`src/rtl/hamming_encode_engine.sv`:
```
// (16,11) SECDED encoder engine. Walks data memory: reads each 11-bit message
// as a byte pair from SRC_BASE, encodes it, and writes the 16-bit codeword as
// a byte pair to DST_BASE. Memory read is combinational, write is synchronous.
module hamming_encode_engine #(
  parameter int NUM_MSGS = 15,
  parameter int SRC_BASE = 0,
  parameter int DST_BASE = 30,
  parameter int ADDR_W   = 8
) (
  input  logic              Clk,
  input  logic              Reset,
  input  logic              Start,
  input  logic [7:0]        MemRdData,
  output logic [ADDR_W-1:0] MemAddr,
  output logic              MemWrEn,
  output logic [7:0]        MemWrData,
  output logic              Done,
  output logic              Busy
);

  localparam int K_W = (NUM_MSGS > 1) ? $clog2(NUM_MSGS) : 1;

  typedef enum logic [2:0] {
    IDLE  = 3'd0,
    RD_LO = 3'd1,
    RD_HI = 3'd2,
    WR_LO = 3'd3,
    WR_HI = 3'd4,
    DONE  = 3'd5
  } state_e;

  state_e            state_q, state_d;
  logic [K_W-1:0]    k_q, k_d;
  logic [7:0]        lo_q, lo_d;
  logic [2:0]        hi_q, hi_d;
  logic [ADDR_W-1:0] addr_q, addr_d;
  logic              wr_en_q, wr_en_d;
  logic [7:0]        wr_data_q, wr_data_d;
  logic              done_q, done_d;
  logic              busy_q, busy_d;
  logic              start_q, start_d;

  logic              launch;
  logic [15:0]       cw_cur;
  logic [15:0]       cw_new;

  // Byte address of message/codeword idx within a table at base; odd selects the MSW.
  function automatic logic [ADDR_W-1:0] byte_addr(input int base,
                                                  input logic [K_W-1:0] idx,
                                                  input logic odd);
    return ADDR_W'(base + 2 * int'(idx) + int'(odd));
  endfunction

  // d[10:0] carries message bits d11..d1; returns the SECDED codeword.
  function automatic logic [15:0] encode(input logic [10:0] d);
    logic [15:0] cw;
    cw       = '0;
    cw[15:9] = d[10:4];
    cw[7:5]  = d[3:1];
    cw[3]    = d[0];
    cw[8]    = ^cw[15:9];
    cw[4]    = ^{cw[15:12], cw[7:5]};
    cw[2]    = ^{cw[15], cw[14], cw[11], cw[10], cw[7], cw[6], cw[3]};
    cw[1]    = ^{cw[15], cw[13], cw[11], cw[9], cw[7], cw[5], cw[3]};
    cw[0]    = ^cw[15:1];
    return cw;
  endfunction

  // Next-state, next-output and datapath decode for the memory walk.
  always_comb begin
    // NOTE: every variable gets a default first so no path through the case infers a latch.
    state_d   = state_q;
    k_d       = k_q;
    lo_d      = lo_q;
    hi_d      = hi_q;
    addr_d    = addr_q;
    wr_en_d   = 1'b0;
    wr_data_d = wr_data_q;
    done_d    = done_q;
    busy_d    = 1'b0;
    start_d   = Start;

    launch = Start & ~start_q;
    // Low byte is written the cycle after RD_HI, so it is encoded from the live read data.
    cw_new = encode({MemRdData[2:0], lo_q});
    cw_cur = encode({hi_q, lo_q});

    unique case (state_q)
      IDLE, DONE: begin
        if (launch) begin
          state_d = RD_LO;
          k_d     = '0;
          done_d  = 1'b0;
          busy_d  = 1'b1;
          addr_d  = byte_addr(SRC_BASE, '0, 1'b0);
        end
      end
      RD_LO: begin
        lo_d    = MemRdData;
        state_d = RD_HI;
        busy_d  = 1'b1;
        addr_d  = byte_addr(SRC_BASE, k_q, 1'b1);
      end
      RD_HI: begin
        hi_d      = MemRdData[2:0];
        state_d   = WR_LO;
        busy_d    = 1'b1;
        addr_d    = byte_addr(DST_BASE, k_q, 1'b0);
        wr_en_d   = 1'b1;
        wr_data_d = cw_new[7:0];
      end
      WR_LO: begin
        state_d   = WR_HI;
        busy_d    = 1'b1;
        addr_d    = byte_addr(DST_BASE, k_q, 1'b1);
        wr_en_d   = 1'b1;
        wr_data_d = cw_cur[15:8];
      end
      WR_HI: begin
        if (k_q == K_W'(NUM_MSGS - 1)) begin
          state_d = DONE;
          done_d  = 1'b1;
        end else begin
          k_d     = k_q + 1'b1;
          state_d = RD_LO;
          busy_d  = 1'b1;
          addr_d  = byte_addr(SRC_BASE, k_q + 1'b1, 1'b0);
        end
      end
      default: state_d = IDLE;
    endcase
  end

  // State and registered outputs; synchronous reset wins over any launch.
  always_ff @(posedge Clk) begin
    // NOTE: sequential state uses non-blocking assignments so all flops update together.
    if (Reset) begin
      state_q   <= IDLE;
      k_q       <= '0;
      lo_q      <= '0;
      hi_q      <= '0;
      addr_q    <= '0;
      wr_en_q   <= 1'b0;
      wr_data_q <= '0;
      done_q    <= 1'b0;
      busy_q    <= 1'b0;
      start_q   <= 1'b0;
    end else begin
      state_q   <= state_d;
      k_q       <= k_d;
      lo_q      <= lo_d;
      hi_q      <= hi_d;
      addr_q    <= addr_d;
      wr_en_q   <= wr_en_d;
      wr_data_q <= wr_data_d;
      done_q    <= done_d;
      busy_q    <= busy_d;
      start_q   <= start_d;
    end
  end

  // Reset blocks the write strobe in the very cycle it arrives, so a reset
  // landing in a write state lets no further byte reach memory.
  assign MemWrEn   = wr_en_q & ~Reset;
  assign MemAddr   = addr_q;
  assign MemWrData = wr_data_q;
  assign Done      = done_q;
  assign Busy      = busy_q;

endmodule

```
`config.mk`:
```
export PLATFORM = sky130hd
export DESIGN_NAME = hamming_encode_engine
export DESIGN_NICKNAME = d
export VERILOG_FILES = /design/src/rtl/hamming_encode_engine.sv
export SDC_FILE = /design/constraint.sdc
export NUM_CORES = 1
export LEC_CHECK = 0
export CORE_MARGIN = 2
export CORE_UTILIZATION = 57
export CTS_CLUSTER_SIZE = 24
export DETAILED_ROUTE_END_ITERATION = 10
export PLACE_DENSITY_LB_ADDON = 0.25
export SYNTH_ARGS = -nofsm -noshare
export SYNTH_HDL_FRONTEND = slang
export SYNTH_SLANG_ARGS = --single-unit
export TNS_END_PERCENT = 1
```
`constraint.sdc`:
```
create_clock -name Clk -period 3.95 [get_ports Clk]
set_clock_uncertainty 0.2 [all_clocks]
set_input_delay 0.395 -clock Clk [delete_from_list [all_inputs] [get_ports Clk]]
set_output_delay 0.395 -clock Clk [all_outputs]
set_load 0.02 [all_outputs]
```
# Yosys cells after proc, flatten, opt, wreduce, memory -nomap -nowiden
# Index checks and enable logic that the tools add are counted.
[word_totals]
memories = 0
mem_bits_ro = 0
latchBits = 0
register_bits = 38
mem_bits_rw = 0
input_bits = 11
[op_classes]
n_eq_ne = 9
n_shift = 0
n_div = 0
muxes = 17
addsub = 4
bitwise_logic = 4
n_mul = 0
reduce_logical = 16
n_lt_le_gt_ge = 0
[op_table]
columns = ["operator", "n"]
rows = [
  ["$pmux W8 S5", 1],
  ["$reduce_xor A7 Y1", 5],
  ["$mux W8", 2],
  ["$pmux W8 S2", 1],
  ["$pmux W3 S5", 1],
  ["$reduce_xor A15 Y1", 1],
  ["$reduce_and A3 Y1", 3],
  ["$mux W4", 2],
  ["$pmux W4 S2", 1],
  ["$add A6 B1 Y7 const B", 1],
  ["$add A5 B1 Y6 const B", 1],
  ["$add A5 B5 Y6 const A", 1],
  ["$eq A3 B2 Y1 const B", 2],
  ["$eq A3 B3 Y1 const B", 2],
  ["$mux W3", 2],
  ["$ne A2 B2 Y1 const B", 3],
  ["$mux W1", 5],
  ["$reduce_bool A5 Y1", 1],
  ["$add A4 B1 Y4 const B", 1],
  ["$eq A4 B4 Y1 const B", 1],
  ["$reduce_bool A2 Y1", 2],
  ["$reduce_or A2 Y1", 2],
  ["$eq A3 B1 Y1 const B", 1],
  ["$logic_not A3 Y1", 1],
  ["other kinds (5)", 7],
]

# Longest topological paths before layout
# Gate-level depths: netlist of the first run.
[depth]
depth_word = 4
ltp_mapped = 7

# Least setup slack after synthesis of the first run
# OpenSTA, ideal clock, no wires.
[synth_path]
path_kind = "flip-flop to flip-flop"
from = "register k_q[0]"
to = "register addr_q[2], in the netlist MemAddr[2]"
t_arrival_ns = 1.348
required_ns = 3.633
period_less_slack_ns = 1.665
path_stages_with_launch = 8
setup_time_ns = 0.117
setup_slack_ns = 2.285
cell_sequence = "dfxtp_1 > inv_1 > ha_1 > nand4_1 > o31a_1 > o22ai_1 > nor2b_1 > a22o_1"
[synth_via]
elab_chain_cells = 3
word_cells_on_any_way = 9
cone_classes = "add/sub: 4; eq/ne: 2; mux: 2; reduce/logical: 1"
[synth_lines]
columns = ["element", "line_no", "text"]
rows = [
  ["start, declared", "33", "logic [K_W-1:0] k_q, k_d;"],
  ["start signal, assigned", "150", "k_q <= k_d;"],
  ["$add A5 B5 Y6, or another cell as far along", "51", "return ADDR_W'(base + 2 * int'(idx) + int'(odd));"],
  ["$add A6 B1 Y7, or another cell as far along", "51", ""],
  ["$pmux W8 S5 / $reduce_and A3 Y1 (equally long branches)", "--", ""],
  ["end signal, assigned", "153", "addr_q <= addr_d;"],
  ["end, declared", "36", "logic [ADDR_W-1:0] addr_q, addr_d;"],
]
# Parallel ways exist; a longest one is shown, timed or not. The select of a mux whose other input is x is not followed.
# A chain may end at the register's enable or synchronous reset.

# Worst setup path in the final report of the first run
[layout_path]
from = "input port Reset"
to = "output port MemWrEn"
[layout_via]
elab_chain_cells = 2
[layout_lines]
columns = ["element", "line_no", "text"]
rows = [
  ["start, declared", "11", "input logic Reset,"],
  ["$not A1 Y1", "164", "assign MemWrEn = wr_en_q & ~Reset;"],
  ["$and A1 B1 Y1", "164", ""],
  ["end, declared", "15", "output logic MemWrEn,"],
]
# Every way passes these cells.

==> results.yml, run 1 <==
place:
  dp.cells: 273
  hpwl_mm: 2.56
  gp_congestion: 0.917
  io_buffers: 27
timing:
  setup_viol: 0
  fin_crit_sh_pct: 61.1
  slew_headroom_pct: 32.3
  fin_crit_ps: 2410
  worst_pin_slew_ps: 1010
  max_freq_mhz: 414
  rsz0062_at_grt: "false"
  slew_viol_final: 0
  hold_viol: 0
  setup_tns_ps: 0
  holdWs_ps: 275
global_route:
  grt_use_total_pct: 22.5
  grt_start_max_net_pins: 37
  grt_pass1_wl_mm: 6.17
  grt_overflow: 0
  grt_pass1_vias: 1404
  antenna_found_initial: 0
power_and_ir_drop:
  pwr-share-comb_pct: 27.2
  power_density_nw_per_um2: 396
  power.switching_uw: 274
  peakVddDrop_mv: 0.288
  internal-power_uw: 596
  power_leakage_nw: 0.790
  p_seq_share_pct: 49.1
  clkPwrFrac_pct: 23.7
  switching_share_pct: 31.5
critical_path:
  crit_family: "buffers and inverters"
  path_buf_inv: 3
  cp.required_ps: 3360
  crit_chain: "clkdlybuf4s50_1 > buf_4 > nor2b_1 > clkdlybuf4s50_1"
  end_kind: "output port"
  worstPathArrival_ps: 1820
  crit_top_cell: "clkdlybuf4s50_1"
  reg2reg_to: "lo_q[6]"
  cpMaxStageDelayCell: "clkdlybuf4s50_1"
  cp_slowest_stage_delay_ps: 540
  r2r_start: "state_q[0]"
  worstSetupStartpointType: "primary input"
  reg2reg_depth: 4
  worstSetupPathType: "in2out"
  critPathMaxFanout: 36
  r2r_slack_ps: 1610
worst_hold_path:
  worstHoldPathType: "reg2reg"
  hold_path_startpoint: "MemAddr[1]"
  whs_path_depth: 1
  holdPathEnd: "MemAddr[1]"
floorplanning:
  die_x_um: 61.3
  die_area_um2: 3760
  placementRows: 20
  start_util_pct: 60.8
  coreArea_um2: 3080
  die_h_um: 61.3
  io_pins: 30
drt:
  via_count: 1538
  post_drt_wl_per_cell_um: 12.8
  routed_wl_mm: 3.59
  dr.pass1.iters: 4
  drc: 0
  first_iter_violations: 75
  drtAntennaViolNets: 0
  vias_per_cell: 5.47
synth:
  yosysUniqueCellTypes: 44
  synthesis.area_um2: 1870
  yosysSeqAreaShare_pct: 38.5
  ys_warn_count: 0
  ys_top_cells_by_area: "dfxtp_1, mux2i_1, nor2_1"
  yosysTopAreaCellShare_pct: 38.5
  syn_area_per_cell_um2: 8.75
  postSynthCellCount: 214
  synth_edf_count: 0
  ys_ff_latch: 36
  synth-async-reset-ratio_pct: 0
  synth_ff_type: "dfxtp_1"
  yosys.area.top_type: "dfxtp_1"
clock_tree:
  clock_latency_ps: 350
  post-cts-setup-buffers: 0
  clk_pin_slew_ps: 90
  cts_hold_buf: 0
  htree_num_levels: 2
  clock-sinks: 36
  cts_made_buffers: 5
  post_cts_resized: 0
  clockRootBuffer: "clkbuf_4"
  cts_tree: "done"
  clk_path_buf_depth: 2
final_layout:
  nNetsFinal: 250
  multi_input_area_um2: 1070
  fillCellCount: 252
  area_growth_pct: 17.4
  drive_gt1_share_pct: 5.49
  layout.cells.non_filler: 281
  seq_area_um2: 721
  antennaDiodeCount: 0
  final_util_pct: 71.4
run_status:
  status: "complete, no violations"
run:
  maxCapViolations: 0
-- placed cells by master, fill, tap and decap left out, types with 2 or more instances in the layout --
cell             count
dfxtp_1             36
nor2_1              31
clkdlybuf4s50_1     27
mux2i_1             17
a21oi_1             16
xnor2_1             11
nand2_1             10
a211oi_1             9
o21ai_0              9
nor2b_1              7
xor2_1               6
nand3_1              6
clkbuf_4             5
inv_1                4
nand2b_1             3
ha_1                 3
and2_1               2
xnor2_2              2
o211ai_1             2
o22ai_1              2
a22o_1               2
conb_1               2
clkbuf_1             2
-- synth_stat cells, types with 3 or more instances --
library cell	number
nor2_1	31
o21ai_0	9
nor2b_1	7
mux2i_1	17
nand2_1	10
clkbuf_1	5
xnor2_1	11
xor2_1	6
inv_1	4
nand2b_1	3
buf_2	7
a211oi_1	9
a21oi_1	16
ha_1	3
nand3_1	6
dfxtp_1	36
-- worst max-delay path by stage --
| stage | slack (ps) | startpoint | end | depth (start not counted) |
|---|---|---|---|---|
| 4_1_cts | 1540 | Reset | MemWrEn | 4 |
| 3_5_place_dp | 1530 | Reset | MemWrEn | 4 |
| 2_1_floorplan | 2290 | k_q[0] | MemAddr[2] | 7 |
| 6_report | 1540 | Reset | MemWrEn | 4 |
| 3_3_place_gp | 1540 | Reset | MemWrEn | 4 |
| 5_1_grt | 1340 | state_q[1] | MemWrData[4] | 3 |
-- metal layers --
| layer | global-route usage, % | wire (um) |
|---|---|---|
| met5 | 0 | 0 |
| met1 | 26.7 | 1550 |
| met4 | 9.32 | 70 |
| met2 | 37.8 | 1830 |
| met3 | 6.93 | 135 |
-- state kept, by name, indices dropped and copies added, names as in the netlist --
name / cells
MemWrData: 8
lo_q: 8
MemAddr: 6
k_q: 4
hi_q: 3
state_q: 3
Busy: 1
Done: 1
start_q: 1
wr_en_q: 1
-- worst register-to-register path, cell delays in order (launching register included) --
cell	delay, ps
dfxtp_1	840
inv_1	350
nor3_4	530
mux2i_1	250
nor2_1	50
-- kinds of logic (layout without fill, tap and decap cells) --
family	Yosys count	in the layout	share of synthesized area (%)
flip-flops	36	36	38.5
multiplexers	17	17	9.09
buffers and inverters	18	40	4.48
AND/OR/NAND/NOR	67	67	17.2
other	1	2	0.200
AO/OA/AOI/OAI	52	52	18.2
adder cells (fa/ha/maj)	4	4	2.54
XOR/XNOR	19	19	9.69
-- final cells by class --
class                   count  area share (%)
multi-input cells         161            48.7
well taps                  44            2.50
repair buffers             28            12.6
flip-flops and latches     36            32.8
inverters                   4           0.683
clock buffers               8            2.68
-- through the flow --
stage | setup slack (ps) | power (mW) | area [um^2]
floorplan | 2290 | 0.604 | 1880
global route | 1340 | 0.921 | 2200
finish | 1540 | 0.870 | 2200
CTS | 1540 | 0.878 | 2200
detailed placement | 1530 | 0.673 | 2140
global placement | 1540 | 0.669 | 2140
-- power groups by stage --
stage / registers (mW) / logic [mW] / clock network [mW]
after global routing: 0.434 / 0.262 / 0.226
final: 0.427 / 0.236 / 0.206
after floorplan: 0.439 / 0.166 / 0
after detailed placement: 0.436 / 0.237 / 0
after CTS: 0.427 / 0.238 / 0.213
after global placement: 0.435 / 0.234 / 0
Power figures use the tool's default switching activity.
==> run 2, diff against run 1 <==
CORE_UTILIZATION = 53   (was 57)
clock period = 2.4 ns   (was 3.95 ns; I/O delays follow)
==> run 2 against run 1 <==
Net effect:
- sequential power grew 62%
- sequential share of layout area decreased by 0.59 points
- final cell count grew 2.5%
- largest power group unchanged
- utilization decreased by 4.9 points
- register-to-register slack got worse by 1300 ps
- global-route usage decreased by 1.8 points
==> results.yml, run 2 (synthesized netlist as in run 1, its figures left out) <==
critical_path:
  end_kind: "register"
  cp-startpoint: "state_q[2]"
  worstPathArrival_ps: 2140
  critPathMaxFanout: 10
  r2r_start: "state_q[2]"
  reg2reg_depth: 5
  cp.required_ps: 2490
  endpoint: "MemAddr[4]"
  worstSetupPathType: "reg2reg"
  reg2reg_to: "MemAddr[4]"
  worstSetupStartpointType: "register"
  r2r_slack_ps: 350
run_status:
  status: "complete, no violations"
clock_tree:
  cts_hold_buf: 0
  cts_tree: "done"
  post_cts_resized: 0
  clock_latency_ps: 330
  clk_path_buf_depth: 2
  clock-sinks: 36
  clockRootBuffer: "clkbuf_4"
  post-cts-setup-buffers: 0
  htree_num_levels: 2
  cts_made_buffers: 5
  clk_pin_slew_ps: 100
place:
  hpwl_mm: 2.68
  io_buffers: 27
  gp_congestion: 0.841
  pre_cts_ws_ps: 265
global_route:
  grt_pass1_wl_mm: 6.54
  grt_overflow: 0
  grt_use_total_pct: 20.8
  grt_util_met2_pct: 30.1
  met3_usage_pct: 5.89
  grt_pass1_vias: 1380
  grt_start_max_net_pins: 36
  antenna_found_initial: 0
  grt_busiest_layer: "met2"
  grtUsageMet1_pct: 29.6
final_layout:
  fillCellCount: 325
  layout_commonest_cell: "dfxtp_1"
  nNetsFinal: 255
  multi_input_area_um2: 1070
  area_growth_pct: 19.6
  seq_area_um2: 721
  drive_gt1_share_pct: 7.44
  layout_common_cells: "dfxtp_1, nor2_1, clkdlybuf4s50_1"
  antennaDiodeCount: 0
timing:
  slew_headroom_pct: 62.9
  hold_viol: 0
  setup_tns_ps: 0
  max_freq_mhz: 488
  fin_ws_ps: 351
  slew_viol_final: 0
  worst_pin_slew_ps: 555
  rsz0062_at_grt: "false"
  fin_crit_sh_pct: 85.4
  setup_viol: 0
  fin_crit_ps: 2050
floorplanning:
  io_pins: 30
  start_util_pct: 55.7
  die_area_um2: 4020
  placementRows: 21
  die_x_um: 63.4
  coreArea_um2: 3360
  die_h_um: 63.4
drt:
  drtAntennaViolNets: 0
  via_count: 1534
  drc: 0
  routed_wl_mm: 3.74
  first_iter_violations: 56
  post_drt_wl_per_cell_um: 13.0
  dr.pass1.iters: 4
  vias_per_cell: 5.33
worst_hold_path:
  worstHoldPathType: "reg2reg"
  hold_path_startpoint: "MemAddr[1]"
power_and_ir_drop:
  power_leakage_nw: 0.816
  peakVddDrop_mv: 0.431
  power_mw: 1.44
  power_density_nw_per_um2: 643
run:
  maxCapViolations: 0
[run 2: changes by cell type in the layout (fill, tap and decap cells not counted)]
cell	change
buf_4	+5
[run 2: layer usage]
layer  part of all wire, %  vias to the layer above  routed length, um
met2                    41                       43               1530
met4                  0.94                        0                 35
met5                     0                        -                  0
met3                   4.2                        4                156
li1                      -                      798                  -
met1                    54                      689               2010
[run 2: worst min-delay path by stage]
stage / to / slack, ps / cells past startpoint
2_1_floorplan: start_q / 170 / 1
3_3_place_gp: MemAddr[1] / 250 / 1
5_1_grt: start_q / 310 / 2
4_1_cts: MemAddr[1] / 280 / 1
3_5_place_dp: MemAddr[1] / 250 / 1
6_report: MemAddr[1] / 280 / 1
[run 2: worst max-delay path: stages (launching register included)]
cell and delay, ps:
dfxtp_1 550, inv_1 190, nor3_2 470, nand2_1 100, a21oi_1 280, a32o_1 210
[run 2: layout make-up]
cell class              instances  share of cell area [%]
clock buffers                   8                    2.63
inverters                       4                   0.671
multi-input cells             161                    47.8
flip-flops and latches         36                    32.2
well taps                      46                    2.57
repair buffers                 33                    14.1
[run 2: report_power, final]
group | switching [mW] | total (mW) | internal, mW
clock | 0.192 | 0.337 | 0.145
sequential | 0.0457 | 0.692 | 0.646
combinational | 0.213 | 0.411 | 0.198
total | 0.451 | 1.44 | 0.989
[run 2: through the flow]
stage | cell area, um^2 | hold slack (ps) | instances | util [%]
floorplan | 1880 | 168 | 215 | -
global placement | 2180 | 253 | 280 | 64.8
detailed placement | 2180 | 253 | 280 | 64.8
CTS | 2240 | 279 | 288 | 66.6
global route | 2240 | 306 | 288 | 66.6
finish | 2240 | 281 | 288 | 66.6
==> run 3, diff against run 2 <==
SETUP_SLACK_MARGIN = 0.15   (was default)
==> run 3 against run 2 <==
Net effect:
- clock power about the same
- first-iteration DRC count shrank 13%
- via count fell by 0.20%
- sequential power hardly changed
==> results.yml, run 3 (synthesized netlist as in run 1, its figures left out) <==
critical_path:
  end_kind: "register"
  worstSetupPathType: "reg2reg"
  critPathMaxFanout: 10
  cp.required_ps: 2420
  crit_chain: "inv_1 > maj3_1 > or2_2 > o21ai_0 > a21oi_1"
  cpMaxStageDelayCell: "dfxtp_1"
  critical_path_depth: 5
  crit_family: "flip-flops"
  worstSetupStartpointType: "register"
  worstPathArrival_ps: 2000
  reg2reg_depth: 5
  cp_slowest_stage_delay_ps: 540
  path_buf_inv: 1
run:
  maxCapViolations: 0
timing:
  hold_viol: 0
  setup_viol: 0
  slew_headroom_pct: 60.2
  worst_pin_slew_ps: 596
  max_freq_mhz: 504
  fin_ws_ps: 417
  fin_crit_sh_pct: 82.6
  slew_viol_final: 0
  setup_tns_ps: 0
  fin_crit_ps: 1980
  rsz0062_at_grt: "false"
floorplanning:
  placementRows: 21
  coreArea_um2: 3360
  die_area_um2: 4020
  die_h_um: 63.4
  start_util_pct: 55.7
  io_pins: 30
  die_x_um: 63.4
final_layout:
  area_growth_pct: 19.9
  layout_common_cells: "dfxtp_1, nor2_1, clkdlybuf4s50_1"
  layout_commonest_cell: "dfxtp_1"
  nNetsFinal: 255
  fillCellCount: 324
  final_util_pct: 66.7
  drive_gt1_share_pct: 7.44
  antennaDiodeCount: 0
power_and_ir_drop:
  power_density_nw_per_um2: 641
  power_leakage_nw: 0.817
  peakVddDrop_mv: 0.431
global_route:
  grt_pass1_wl_mm: 6.54
  grt_overflow: 0
  grt_use_total_pct: 20.8
  grt_start_max_net_pins: 36
  grt_pass1_vias: 1380
  antenna_found_initial: 0
place:
  hpwl_mm: 2.68
  pre_cts_ws_ps: 265
  gp_congestion: 0.841
  io_buffers: 27
clock_tree:
  htree_num_levels: 2
  clockRootBuffer: "clkbuf_4"
  cts_made_buffers: 5
  clock-sinks: 36
  post-cts-setup-buffers: 0
  cts_hold_buf: 0
  clk_pin_slew_ps: 100
  clk_path_buf_depth: 2
  post_cts_resized: 0
  cts_tree: "done"
  clock_latency_ps: 330
drt:
  first_iter_violations: 49
  drc: 0
  post_drt_wl_per_cell_um: 12.9
  drtAntennaViolNets: 0
  via_count: 1531
  routed_wl_mm: 3.71
  vias_per_cell: 5.32
  dr.pass1.iters: 4
worst_hold_path:
  whs_path_depth: 1
  worstHoldPathType: "reg2reg"
run_status:
  status: "complete, no violations"
==> run 3: cell counts in the layout (fill, tap and decap cells not counted) <==
Identical to the previous run, type by type.
==> run 3: report_power, final <==
part	internal (mW)	switching (mW)
Combinational	0.198	0.213
Sequential	0.646	0.0471
Clock	0.145	0.191
Total	0.989	0.451
==> run 3: cell type report <==
class                      instances  area, um^2  area share, %
clock buffer                       8        58.8           2.62
inverter                           4        15.0          0.669
multi-input combinational        161        1080           48.0
sequential                        36         721           32.1
tap                               46        57.6           2.56
timing repair buffer              33         315           14.0
==> run 3: per-stage QoR <==
stage	total power, mW	cell area (um^2)	hold WS [ps]	cells
6_report	1.44	2240	280	288
5_1_grt	1.54	2240	306	288
4_1_cts	1.45	2240	279	288
3_5_place_dp	1.12	2180	253	280
3_3_place_gp	1.11	2180	253	280
2_1_floorplan	0.995	1880	168	215
==> run 3: worst paths after layout <==
path / start / end / slack (ps)
worst max-delay path: state_q[2] / k_q[0] / 420
worst min-delay path: MemAddr[1] / MemAddr[1] / 280
worst max register to register: state_q[2] / k_q[0] / 420
worst min register to register: MemAddr[1] / MemAddr[1] / 280
==> run 3: routing by layer <==
layer	track usage [%]	wire, um	vias to the layer above
li1	-	-	801
met1	29.6	1970	679
met2	30.1	1530	47
met3	5.89	166	4
met4	6.52	37	0
met5	0	0	-
==> run 3: worst reg2reg max path: stages (launching register included) <==
cell and delay [ps]:
dfxtp_1 540, inv_1 210, maj3_1 410, or2_2 290, o21ai_0 140, a21oi_1 80
==> variant, RTL diff (config.mk and constraints of run 1) <==
Make the reset (`Reset`) asynchronous in one clocked block. Comments in the files are not updated.
--- a/src/rtl/hamming_encode_engine.sv
+++ b/src/rtl/hamming_encode_engine.sv
@@ -134,3 +134,3 @@
   // State and registered outputs; synchronous reset wins over any launch.
-  always_ff @(posedge Clk) begin
+  always_ff @(posedge Clk or posedge Reset) begin
     // NOTE: sequential state uses non-blocking assignments so all flops update together.
Check against the original RTL: differs if Reset is asserted again (counterexample within 4 cycles, from zero or initial values and one cycle with Reset high); with Reset held inactive, the same outputs for 10 cycles.
==> variant against run 1 <==
  * Sequential cell count unchanged
  * Register-to-register slack got worse by 0.11 ns
  * Setup slack got worse by 0.032 ns
  * Highest routed layer unchanged
  * Final area increased by 5.4%
  * Largest cell class unchanged
  * Wire length increased by 13%
  * Synthesized area increased by 4.9%
  * Critical path type is now register to register
Power is not compared: it rests on default switching activity, and its combinational part moved more than twofold at a synthesized area within 25%.
==> variant: results <==
metrics = {
    "yosys": {
        "post_synth_main_area_contributors": "dfrtp_1 (46%), mux2_2 (6.9%), xnor3_1 (6.9%)",
        "muxShareOfSynthArea": 0.1045,
        "async_flop_share": 1.000,
        "portion_of_the_post_synthesis_area_used_by_sequential_elements": 0.4586,
        "netlist_top_cells_count": "dfrtp_1 (36), o21ai_0 (16), nand2_1 (14)",
        "synth_xor_area_frac": 0.1306,
        "synth_adder_area_share": 0.01911,
        "postSynthCellCount": 185,
    },
    "cells_and_area": {
        "nNetsFinal": 225,
        "multi_input_comb_area_um2": 973.4,
        "layout_cell_share_with_drive_strength_beyond_1": 0.09906,
        "fillcell_total": 269,
    },
    "worst_hold_path": {
        "worst_hold_startpoint": "MemWrData[5]",
        "hold_path_depth": 2,
        "whs_endpoint": "MemWrData[5]",
    },
    "detailed_routing": {
        "detailedRoute.firstIterationViolations": 82,
        "routed_wl_mm": 4.062,
        "vias_per_cell": 5.659,
        "route.vias.total": 1460,
        "routed-wl-met3_um": 186,
        "detailed_routed_wire_length_on_met2_mm": 1.984,
    },
    "setup_path": {
        "setup.reg_to_reg.worst_slack_ns": 1.50,
        "critical_path.startpoint": "state_q[0]",
        "crit-reg2reg-capture": "MemAddr[4]",
        "worstPathMaxFanout": 22,
    },
    "global_route": {
        "grt_use_met3": 0.06847,
        "global_route_wire_length_before_repair_mm": 7.196,
        "grtUsageMet1": 0.3146,
        "met2_grt_util": 0.3804,
        "grt_use_total": 0.2387,
    },
    "place": {
        "post_place_cells": 250,
        "place_area_um2": 2258,
        "routabilityCongestion": 0.8261,
    },
    "timing": {
        "worst-slew-pin-transition_ns": 0.7449,
        "hold_slack_ns": 0.2848,
        "post-route-min-period_ns": 2.446,
    },
    "run_status": {
        "run_status": "complete, no violations",
    },
}
[variant: cell count changes after synthesis, moves of 8 or more]
cell,run 1,this run
dfrtp_1,0,36
dfxtp_1,36,0
nor2_1,31,10
a21oi_1,16,4
mux2_2,0,12
mux2i_1,17,7
a211oi_1,9,0
inv_1,4,12
[variant: area by class of cell]
| cell class | instances | share of cell area |
|---|---|---|
| clock buffers | 8 | 0.02538 |
| well taps | 46 | 0.02484 |
| inverters | 13 | 0.02106 |
| multi-input cells | 127 | 0.4201 |
| repair buffers | 28 | 0.1199 |
| flip-flops and latches | 36 | 0.3888 |
[variant: power by group through the flow]
stage	logic [mW]	registers (mW)	clock network, mW
CTS	1.30	0.757	0.210
global placement	1.24	0.750	0
global route	1.42	0.794	0.230
finish	1.30	0.759	0.208
detailed placement	1.29	0.763	0
floorplan	0.944	0.753	0
[variant: critical path: stages (launching register included)]
cell and delay [ns]:
dfrtp_1 0.67, nor2b_1 0.54, nand2_1 0.16, or4b_2 0.65
o221ai_1 0.12
